File: config.mk
export PLATFORM = sky130hd
export DESIGN_NAME = reg_bank_reader_flat
export DESIGN_NICKNAME = d
export VERILOG_FILES = /design/src/rtl/reg_bank_reader_if.sv /design/src/rtl/reg_bank_reader.sv /design/src/flat_wrapper.sv
export SDC_FILE = /design/constraint.sdc
export NUM_CORES = 1
export LEC_CHECK = 0
export ABC_AREA = 1
export CORE_ASPECT_RATIO = 0.8
export CORE_MARGIN = 8
export CORE_UTILIZATION = 43
export DETAILED_ROUTE_END_ITERATION = 16
export GPL_ROUTABILITY_DRIVEN = 0
export PLACE_DENSITY = 0.85
export SETUP_SLACK_MARGIN = 0.4
export SYNTH_ARGS = -nofsm -noshare
export SYNTH_HDL_FRONTEND = slang
export SYNTH_SLANG_ARGS = --single-unit
File: constraint.sdc
create_clock -name Clkb -period 2.5 [get_ports Clkb]
set_input_delay 0.5 -clock Clkb [delete_from_list [all_inputs] [get_ports Clkb]]
set_output_delay 0.5 -clock Clkb [all_outputs]
set_load 0.01 [all_outputs]
File: src/rtl/reg_bank_reader_if.sv
// Request/response bundle between the register-bank reader and its consumer.
// The master side issues read requests and accepts response words.
interface reg_bank_reader_if #(
    parameter int NREGS = 8,
    parameter int W     = 10
);
    localparam int IW = $clog2(NREGS);

    logic          ReqValid;
    logic [IW-1:0] ReqIdx;
    logic [IW-1:0] ReqLen;
    logic          ReqReady;
    logic          RspValid;
    logic [W-1:0]  RspData;
    logic [IW-1:0] RspIdx;
    logic          RspLast;
    logic          RspReady;

    modport master (
        output ReqValid, ReqIdx, ReqLen, RspReady,
        input  ReqReady, RspValid, RspData, RspIdx, RspLast
    );

    modport slave (
        input  ReqValid, ReqIdx, ReqLen, RspReady,
        output ReqReady, RspValid, RspData, RspIdx, RspLast
    );
endinterface

File: src/rtl/reg_bank_reader.sv
// Burst reader for the flattened register bank: walks indices with wrap-around
// and returns words through a small show-ahead FIFO. All state moves on negedge Clkb.
module reg_bank_reader #(
    parameter int NREGS = 8,
    parameter int W     = 10,
    parameter int DEPTH = 2
) (
    input  logic                 Clkb,
    input  logic                 Reset,
    input  logic [NREGS*W-1:0]   RegBank,
    reg_bank_reader_if.slave     bus,
    output logic                 Busy
);
    localparam int IW = $clog2(NREGS);
    localparam int PW = $clog2(DEPTH);
    localparam int CW = $clog2(DEPTH + 1);
    localparam int EW = W + IW + 1;

    typedef enum logic {
        IDLE,
        BURST
    } state_t;

    state_t        state_reg, state_next;
    logic [IW-1:0] cur_reg, cur_next;
    logic [IW-1:0] rem_reg, rem_next;

    logic [W-1:0]  bank_word [NREGS];

    logic [EW-1:0] fifo_mem [DEPTH];
    logic [PW-1:0] rd_ptr_reg, wr_ptr_reg;
    logic [CW-1:0] count_reg;

    logic          fifo_full;
    logic          fifo_valid;
    logic          push;
    logic          pop;
    logic          req_ready;
    logic [EW-1:0] push_entry;
    logic [EW-1:0] head_entry;

    // Unpack the flattened bank into an indexable array of words.
    generate
        for (genvar gi = 0; gi < NREGS; gi++) begin : g_bank
            assign bank_word[gi] = RegBank[gi*W +: W];
        end
    endgenerate

    function automatic logic [PW-1:0] ptr_inc(input logic [PW-1:0] p);
        return (p == PW'(DEPTH - 1)) ? '0 : p + PW'(1);
    endfunction

    assign fifo_full  = (count_reg == CW'(DEPTH));
    assign fifo_valid = (count_reg != '0);
    assign pop        = fifo_valid & bus.RspReady;
    assign push_entry = {bank_word[cur_reg], cur_reg, (rem_reg == '0)};
    assign head_entry = fifo_mem[rd_ptr_reg];

    always_ff @(negedge Clkb) begin
        if (Reset) begin
            state_reg <= IDLE;
            cur_reg   <= '0;
            rem_reg   <= '0;
        end else begin
            state_reg <= state_next;
            cur_reg   <= cur_next;
            rem_reg   <= rem_next;
        end
    end

    always_comb begin
        state_next = state_reg;
        cur_next   = cur_reg;
        rem_next   = rem_reg;
        req_ready  = 1'b0;
        push       = 1'b0;
        unique case (state_reg)
            IDLE: begin
                req_ready = 1'b1;
                if (bus.ReqValid) begin
                    cur_next   = bus.ReqIdx;
                    rem_next   = bus.ReqLen;
                    state_next = BURST;
                end
            end
            BURST: begin
                // A full FIFO still takes a word when the head leaves on the same edge.
                if (!fifo_full || pop) begin
                    push     = 1'b1;
                    cur_next = cur_reg + IW'(1);
                    rem_next = rem_reg - IW'(1);
                    if (rem_reg == '0) begin
                        state_next = IDLE;
                    end
                end
            end
            default: begin
                state_next = IDLE;
            end
        endcase
    end

    always_ff @(negedge Clkb) begin
        if (Reset) begin
            rd_ptr_reg <= '0;
            wr_ptr_reg <= '0;
            count_reg  <= '0;
        end else begin
            if (push) begin
                wr_ptr_reg <= ptr_inc(wr_ptr_reg);
            end
            if (pop) begin
                rd_ptr_reg <= ptr_inc(rd_ptr_reg);
            end
            unique case ({push, pop})
                2'b10:   count_reg <= count_reg + CW'(1);
                2'b01:   count_reg <= count_reg - CW'(1);
                default: count_reg <= count_reg;
            endcase
        end
    end

    // Storage needs no reset: entries are only visible once counted.
    always_ff @(negedge Clkb) begin
        if (push && !Reset) begin
            fifo_mem[wr_ptr_reg] <= push_entry;
        end
    end

    assign bus.ReqReady = req_ready;
    assign bus.RspValid = fifo_valid;
    assign bus.RspData  = fifo_valid ? head_entry[EW-1 -: W]  : '0;
    assign bus.RspIdx   = fifo_valid ? head_entry[IW:1]       : '0;
    assign bus.RspLast  = fifo_valid ? head_entry[0]          : 1'b0;
    assign Busy         = (state_reg == BURST) | fifo_valid;

endmodule
File: src/flat_wrapper.sv
// flat-port wrapper written by rule: the top's interface ports become plain ports
module reg_bank_reader_flat 
#(
    parameter int NREGS = 8,
    parameter int W     = 10,
    parameter int DEPTH = 2
)
  (Clkb, Reset, RegBank, Busy, bus_ReqValid, bus_ReqIdx, bus_ReqLen, bus_RspReady, bus_ReqReady, bus_RspValid, bus_RspData, bus_RspIdx, bus_RspLast);
  reg_bank_reader_if #(.NREGS(NREGS), .W(W)) bus_i ();
  input  logic Clkb;
  input  logic Reset;
  input  logic [NREGS*W-1:0] RegBank;
  output logic Busy;
  input wire logic [$bits(bus_i.ReqValid)-1:0] bus_ReqValid;
  input wire logic [$bits(bus_i.ReqIdx)-1:0] bus_ReqIdx;
  input wire logic [$bits(bus_i.ReqLen)-1:0] bus_ReqLen;
  input wire logic [$bits(bus_i.RspReady)-1:0] bus_RspReady;
  output wire logic [$bits(bus_i.ReqReady)-1:0] bus_ReqReady;
  output wire logic [$bits(bus_i.RspValid)-1:0] bus_RspValid;
  output wire logic [$bits(bus_i.RspData)-1:0] bus_RspData;
  output wire logic [$bits(bus_i.RspIdx)-1:0] bus_RspIdx;
  output wire logic [$bits(bus_i.RspLast)-1:0] bus_RspLast;
  assign bus_i.ReqValid = bus_ReqValid;
  assign bus_i.ReqIdx = bus_ReqIdx;
  assign bus_i.ReqLen = bus_ReqLen;
  assign bus_i.RspReady = bus_RspReady;
  assign bus_ReqReady = bus_i.ReqReady;
  assign bus_RspValid = bus_i.RspValid;
  assign bus_RspData = bus_i.RspData;
  assign bus_RspIdx = bus_i.RspIdx;
  assign bus_RspLast = bus_i.RspLast;
  reg_bank_reader #(.NREGS(NREGS), .W(W), .DEPTH(DEPTH)) u_core (.Clkb(Clkb), .Reset(Reset), .RegBank(RegBank), .bus(bus_i), .Busy(Busy));
endmodule
# [Word level (Yosys, flattened, before mapping)]
# Memories as Yosys holds them, arrays and structs flattened. A register that Yosys moved wholly into a read port is not among the register bits.
# Cells that the tools add are included.
[totals] word_cells=57 n_memories=1 ff_bits=11 ram_bits=28 input_bits=90
[mem_list] memory="u_core.fifo_mem" words=2 word_bits=14 read_ports=1 rd_ports_with_merged_regs=1 write_ports=1 line="reg_bank_reader.sv:30" source="logic [EW-1:0] fifo_mem [DEPTH];"
[classes] n_mux=26 n_lt_le_gt_ge=1 n_eq_ne=5 addsub=6 bitwise_logic=4 n_reduce_logical=8
[ops] operator="$bmux 10 s3" count=1
[ops] operator="$mux 10" count=3
[ops] operator="$mux 3" count=5
[ops] operator="$mux 1" count=13
[ops] operator="$pmux 3 s2" count=2
[ops] operator="$eq 2x2->1 const B" count=2
[ops] operator="$ge 4x4->1 const B" count=1
[ops] operator="$ne 2x2->1 const B" count=2
[ops] operator="$not 3->4" count=1
[ops] operator="$pmux 2 s2" count=1
[ops] operator="$reduce_bool 2->1" count=2
[ops] operator="$add 3x1->3 const B" count=1
[ops] operator="$logic_not 3->1" count=1
[ops] operator="$sub 3x1->3 const B" count=1
[ops] operator="$add 1x1->1 const B" count=2
[ops] operator="$add 2x1->2 const B" count=1
[ops] operator="$eq 2x1->1 const B" count=1
[ops] operator="$logic_not 1->1" count=2
[ops] operator="$pmux 1 s2" count=1
[ops] operator="$reduce_and 2->1" count=1
[ops] operator="$sub 2x1->2 const B" count=1
[ops] operator="$and 1x1->1" count=1
[ops] operator="$logic_and 1x1->1" count=1
[ops] operator="$logic_or 1x1->1" count=1
[ops] operator="other kinds (2)" count=2

# [Longest topological paths before layout]
# Gate-level depths: netlist of the first run.
[depth] depth_word=8 depth_mapped=9 mapped_depth_nobuf=8

==> impl_metrics.json, run 1 <==
{
  "crit_required_ns": 2.00,
  "async_reset_ff_share_pct": 0,
  "grt_pass1_wl_um": 15000,
  "fin_ws_ns": -0.632,
  "areaGrowthSynthToFinish_pct": 78.1,
  "violations": "setup timing",
  "first_pass_iters": 5,
  "synth_fa_ha_area_share_pct": 1.99,
  "clk_pin_slew_ns": 0.10,
  "synthFlopType": "edfxtp_1",
  "slowest_stage": "dfxtp_4",
  "synth_edf_count": 28,
  "crit_chain": "nor2_4 -> buf_12 -> buf_16 -> a21oi_2 -> buf_2",
  "grt-ovfl-total": 0,
  "hold_violations": 0,
  "crit_start": "u_core.count_reg[1]",
  "power_leakage_uw": 0.00214,
  "r2r-end": "u_core.count_reg[1]",
  "io-pin-count": 107,
  "crit_fanout": 8,
  "max_cap_violations": 0,
  "drive_gt1_share_pct": 35.8,
  "clk_latency_ns": 0.41,
  "drt_iter0_markers": 146,
  "cp-start-kind": "register",
  "start_util_pct": 43.6,
  "grt_use_met2_pct": 36.1,
  "synth-xor-area-share_pct": 0,
  "synth_top_area_cell": "edfxtp_1",
  "synth.most_common_cell": "nand2_1",
  "criticalPathCategory": "reg -> out",
  "rows": 25,
  "hpwl_um": 6240,
  "syn_inst": 369,
  "end_kind": "primary output",
  "routed-via-count": 3088,
  "h-tree-depth": 2,
  "muxShareOfSynthArea_pct": 0,
  "ys_types": 24,
  "drv_slew": 0,
  "dieWidth_um": 102,
  "cp.arrival_ns": 2.63,
  "grt.total_usage_pct": 21.9,
  "synth-compound-area-share_pct": 14.9,
  "peakVddDrop_mv": 0.350,
  "root_buffer": "clkbuf_8",
  "drc": 0,
  "use_met3_pct": 8.18,
  "reg2reg_depth": 9,
  "portBuffers": 106,
  "fin_util_pct": 77.6,
  "clk_path_buf_depth": 2,
  "rsz0062_at_grt": "true",
  "cts.sinks": 40,
  "drt_wl_total_um": 9830,
  "seq_area_frac_synth_pct": 42.9,
  "synth.area.top_cells": "edfxtp_1 33%, nand2_1 20%, dfxtp_1 9.5%",
  "hold_slack_ns": 0.501,
  "syn-mean-instance-area_um2": 6.83,
  "coreArea_um2": 5790,
  "final_area_um2": 4490,
  "ant_nets": 0,
  "power.density_nw_per_um2": 670,
  "grt_pass1_vias": 3246,
  "die_area_um2": 8580,
  "viasPerCell": 5.03,
  "yosysTopAreaCellShare_pct": 33.3,
  "synth_seq_cells": 40,
  "setup_violations": 17,
  "antenna_found_initial": 0,
  "grt_use_met1_pct": 23.7,
  "worstSetupEndpoint": "bus_RspIdx[1]",
  "slowest_delay_ns": 0.37,
  "ys_top_cells_by_count": "134 x nand2_1, 61 x nor2_1, 34 x o21ai_1, 28 x edfxtp_1, 25 x a21oi_1",
  "grt_max_degree": 42,
  "r2r-start": "u_core.count_reg[1]",
  "wl_per_cell_um": 16.0,
  "cts_tree": "built",
  "fin_nets": 626,
  "busiest_layer": "met2",
  "placed_area_um2": 3930,
  "hold_path.class": "reg -> reg",
  "run_status": "finished with violations",
  "synthesis.area_um2": 2520,
  "diodes": 0,
  "syn_nets": 463,
  "pre_cts_slack_ns": -0.792,
  "die_h_um": 84.5,
  "synth_warnings": 0,
  "synth_simple_gate_area_share_pct": 31.9,
  "largest_reg_flops": 28,
  "cts_buffers": 5,
  "slew_headroom_pct": 51.9,
  "fin_skew_ns": 0.0616,
  "synth_top_family_by_area": "simple AND/OR/NAND/NOR gates",
  "worstMarginPinSlew_ns": 0.720,
  "r2r_slack_ns": 0.82,
  "power.total_uw": 3010
}
worst min-delay path by stage:
stage | startpoint | end | slack (ns) | depth (start not counted)
floorplan | u_core.rd_ptr_reg | register | 0.42 | 1
global placement | u_core.rd_ptr_reg | register | 0.43 | 1
detailed placement | u_core.rd_ptr_reg | register | 0.46 | 1
CTS | u_core.rd_ptr_reg | u_core.rd_ptr_reg | 0.49 | 1
global route | u_core.cur_reg[1] | u_core.fifo_mem[1][2] | 0.53 | 0
finish | u_core.rd_ptr_reg | register | 0.50 | 1
power by group:
group	internal [uW]	switching [uW]
Combinational	627	712
Clock	379	436
Sequential	803	50.7
Total	1810	1200
stage by stage:
| step | std cells | TNS [ns] |
|---|---|---|
| floorplan | 369 | -4.07 |
| finish | 614 | -9.88 |
| detailed placement | 553 | -44.39 |
| CTS | 609 | -8.12 |
| global route | 614 | -10.40 |
| global placement | 553 | -42.25 |
critical path: cells and delay by family, from the launching register on:
kind | cells | cell delay (ns)
buffers and inverters | 3 | 0.40
and+or+nand+nor | 1 | 0.15
DFF | 1 | 0.37
AOI/OAI and AO/OA | 1 | 0.04
cells by family after synthesis:
group / after synthesis
adder cells (fa/ha/maj): 4
AND/OR/NAND/NOR: 206
flip-flops: 40
AO/OA/AOI/OAI: 75
buffers and inverters: 44
repair_timing:
action / CTS / global route
pin swaps: 76 / 48
gates cloned: 4 / 1
gates resized for setup: 368 / 49
hold buffers: 0 / 0
setup endpoints to repair: 77 / 77
buffers inserted: 5 / 4
per-layer routing:
layer  part of all wire, %  vias to the layer above
li1                      -                     1520
met1                    38                     1393
met2                    50                      156
met3                   9.6                       19
met4                   2.6                        0
met5                     0                        -
cell usage in the layout (no fill, tap or decap), types with 6 or more instances in the layout:
master,instances
nand2_1,123
buf_2,37
a21oi_1,6
nor2_1,36
o21ai_2,8
a21oi_2,16
clkbuf_2,6
nor2_2,6
dfxtp_1,7
nand2_2,10
buf_8,7
buf_4,13
inv_1,54
nor2_4,21
o21ai_1,40
buf_6,21
edfxtp_1,28
clkdlybuf4s15_1,35
area by class of cell:
cell class	count	area (um2)
multi-input cells	285	1620
repair buffers	137	1300
fillers	378	1300
flip-flops and latches	40	1090
clock inverters	43	190
inverters	23	116
well taps	81	101
clock buffers	5	68.8
(Power assumes the default switching activity.)
==> run 2, diff against run 1 <==
--- a/config.mk
+++ b/config.mk
@@ -7,7 +7,6 @@
 export LEC_CHECK = 0
 export ABC_AREA = 1
 export CORE_ASPECT_RATIO = 0.8
-export CORE_MARGIN = 8
 export CORE_UTILIZATION = 43
 export DETAILED_ROUTE_END_ITERATION = 16
 export GPL_ROUTABILITY_DRIVEN = 0
==> run 2 against run 1 <==
  * The run still ends with setup timing left
  * First-iteration DRC count rose by 110%
  * Die area fell by 28%
  * Sequential power barely moved
  * Combinational power rose by 4%
  * Highest routed layer unchanged
  * Clock skew fell by 0.016 ns
==> impl_metrics.json, run 2 (same netlist as run 1, synthesis figures left out) <==
{
  "run_status": "finished with violations",
  "violations": "setup timing",
  "power.density_nw_per_um2": 673,
  "clk_latency_ns": 0.40,
  "cp.arrival_ns": 2.59,
  "hold_violations": 0,
  "drive_gt1_share_pct": 40.8,
  "diodes": 0,
  "dieWidth_um": 87.6,
  "cts_buffers": 5,
  "routed-via-count": 3377,
  "fin_nets": 632,
  "power_leakage_uw": 0.00219,
  "crit_fanout": 7,
  "hold_path.class": "reg -> reg",
  "viasPerCell": 5.47,
  "stdcell_count": 617,
  "grt.total_usage_pct": 32.6,
  "multiInputGateArea_um2": 1700,
  "io-pin-count": 107,
  "dp.cells": 551,
  "start_util_pct": 45.4,
  "max_cap_violations": 0,
  "final_cell_mix": "121 x nand2_1, 55 x inv_1, 45 x buf_2, 33 x clkdlybuf4s15_1, 29 x nor2_1",
  "fillCellCount": 306,
  "hold_depth": 1,
  "criticalPathCategory": "reg -> out",
  "rows": 24,
  "die_area_um2": 6180,
  "drt_wl_total_um": 10700,
  "final_common_cell": "nand2_1",
  "largest_reg_flops": 28,
  "reg2reg_depth": 7,
  "fin_ws_ns": -0.590,
  "rsz0062_at_grt": "true",
  "drc": 0,
  "worstHoldStart": "u_core.rd_ptr_reg",
  "first_pass_iters": 5,
  "portBuffers": 106,
  "grt-ovfl-total": 0,
  "crit_required_ns": 2.00,
  "hpwl_um": 5670,
  "hold_buffers": 0,
  "drv_slew": 0,
  "setup_violations": 23,
  "grt_max_degree": 42,
  "worstMarginPinSlew_ns": 0.877,
  "cp-start-kind": "register",
  "die_h_um": 70.5,
  "r2r-start": "u_core.cur_reg[0]",
  "h-tree-depth": 2,
  "r2r-end": "u_core.fifo_mem[0][11]",
  "regArea_um2": 1090,
  "clk_path_buf_depth": 2,
  "root_buffer": "clkbuf_8",
  "areaGrowthSynthToFinish_pct": 82.5,
  "coreArea_um2": 5560,
  "grt_pass1_vias": 3328,
  "end_kind": "primary output",
  "antenna_found_initial": 0,
  "cts_tree": "built",
  "clk_pin_slew_ns": 0.05,
  "grt_pass1_wl_um": 15200,
  "fin_skew_ns": 0.0452,
  "peakVddDrop_mv": 0.286,
  "slew_headroom_pct": 41.4,
  "cts.sinks": 40,
  "ant_nets": 0,
  "wl_per_cell_um": 17.3,
  "r2r_slack_ns": 0.60,
  "tns_ns": -8.41,
  "drt_iter0_markers": 311
}
run 2: worst max path at each step:
stage / start / end / slack (ns)
detailed placement: bus_RspReady / u_core.count_reg[1] / -0.80
finish: u_core.count_reg[1] / bus_RspData[3] / -0.59
floorplan: bus_RspReady / u_core.count_reg[1] / -0.23
global placement: bus_RspReady / u_core.count_reg[1] / -0.77
CTS: u_core.count_reg[1] / bus_RspData[8] / -0.51
global route: u_core.count_reg[1] / bus_RspData[3] / -0.61
run 2: what timing repair did:
action,4_1_cts,5_1_grt
resized for setup,402,35
cloned,3,0
endpoints found under the hold margin,0,0
pin swaps,72,23
setup buffers,12,4
setup endpoints to repair,77,77
run 2: area by class of cell:
cell class / instances / share of cell area (%)
Timing Repair Buffer: 143 / 29.0
Clock buffer: 5 / 1.50
Clock inverter: 43 / 4.13
Multi-Input combinational cell: 285 / 37.0
Sequential cell: 40 / 23.7
Inverter: 23 / 2.47
Tap cell: 78 / 2.12
run 2: critical path: stages, from the launching register on:
cell     delay (ns)
dfxtp_2        0.35
nor2_4         0.05
buf_12         0.12
buf_12         0.14
a21oi_2        0.15
buf_2          0.16
run 2: per-stage QoR:
stage / hold WS, ns / power (uW) / setup WS (ns) / utilization [%] / cell area [um2]
after floorplan: 0.421 / 1560 / -0.227 / - / 2740
after global placement: 0.433 / 1980 / -0.775 / 70.9 / 3940
after detailed placement: 0.450 / 2020 / -0.796 / 70.9 / 3940
after CTS: 0.461 / 2860 / -0.512 / 79.2 / 4400
after global routing: 0.507 / 3240 / -0.613 / 82.8 / 4600
final: 0.512 / 3100 / -0.590 / 82.8 / 4600
run 2: power breakdown:
group          internal, uW  total (uW)  switching, uW
clock                   380         851            471
combinational           625        1390            763
sequential              801         855           54.0
total                  1810        3100           1290
run 2: layer usage:
| layer | wire (um) | up-vias | track usage, % | part of all wire [%] |
|---|---|---|---|---|
| met5 | 0 | - | 0 | 0 |
| met4 | 519 | 0 | 14.6 | 4.9 |
| met3 | 1050 | 62 | 8.27 | 9.9 |
| met2 | 5280 | 265 | 56.8 | 49 |
| met1 | 3830 | 1524 | 37.3 | 36 |
| li1 | - | 1526 | - | - |
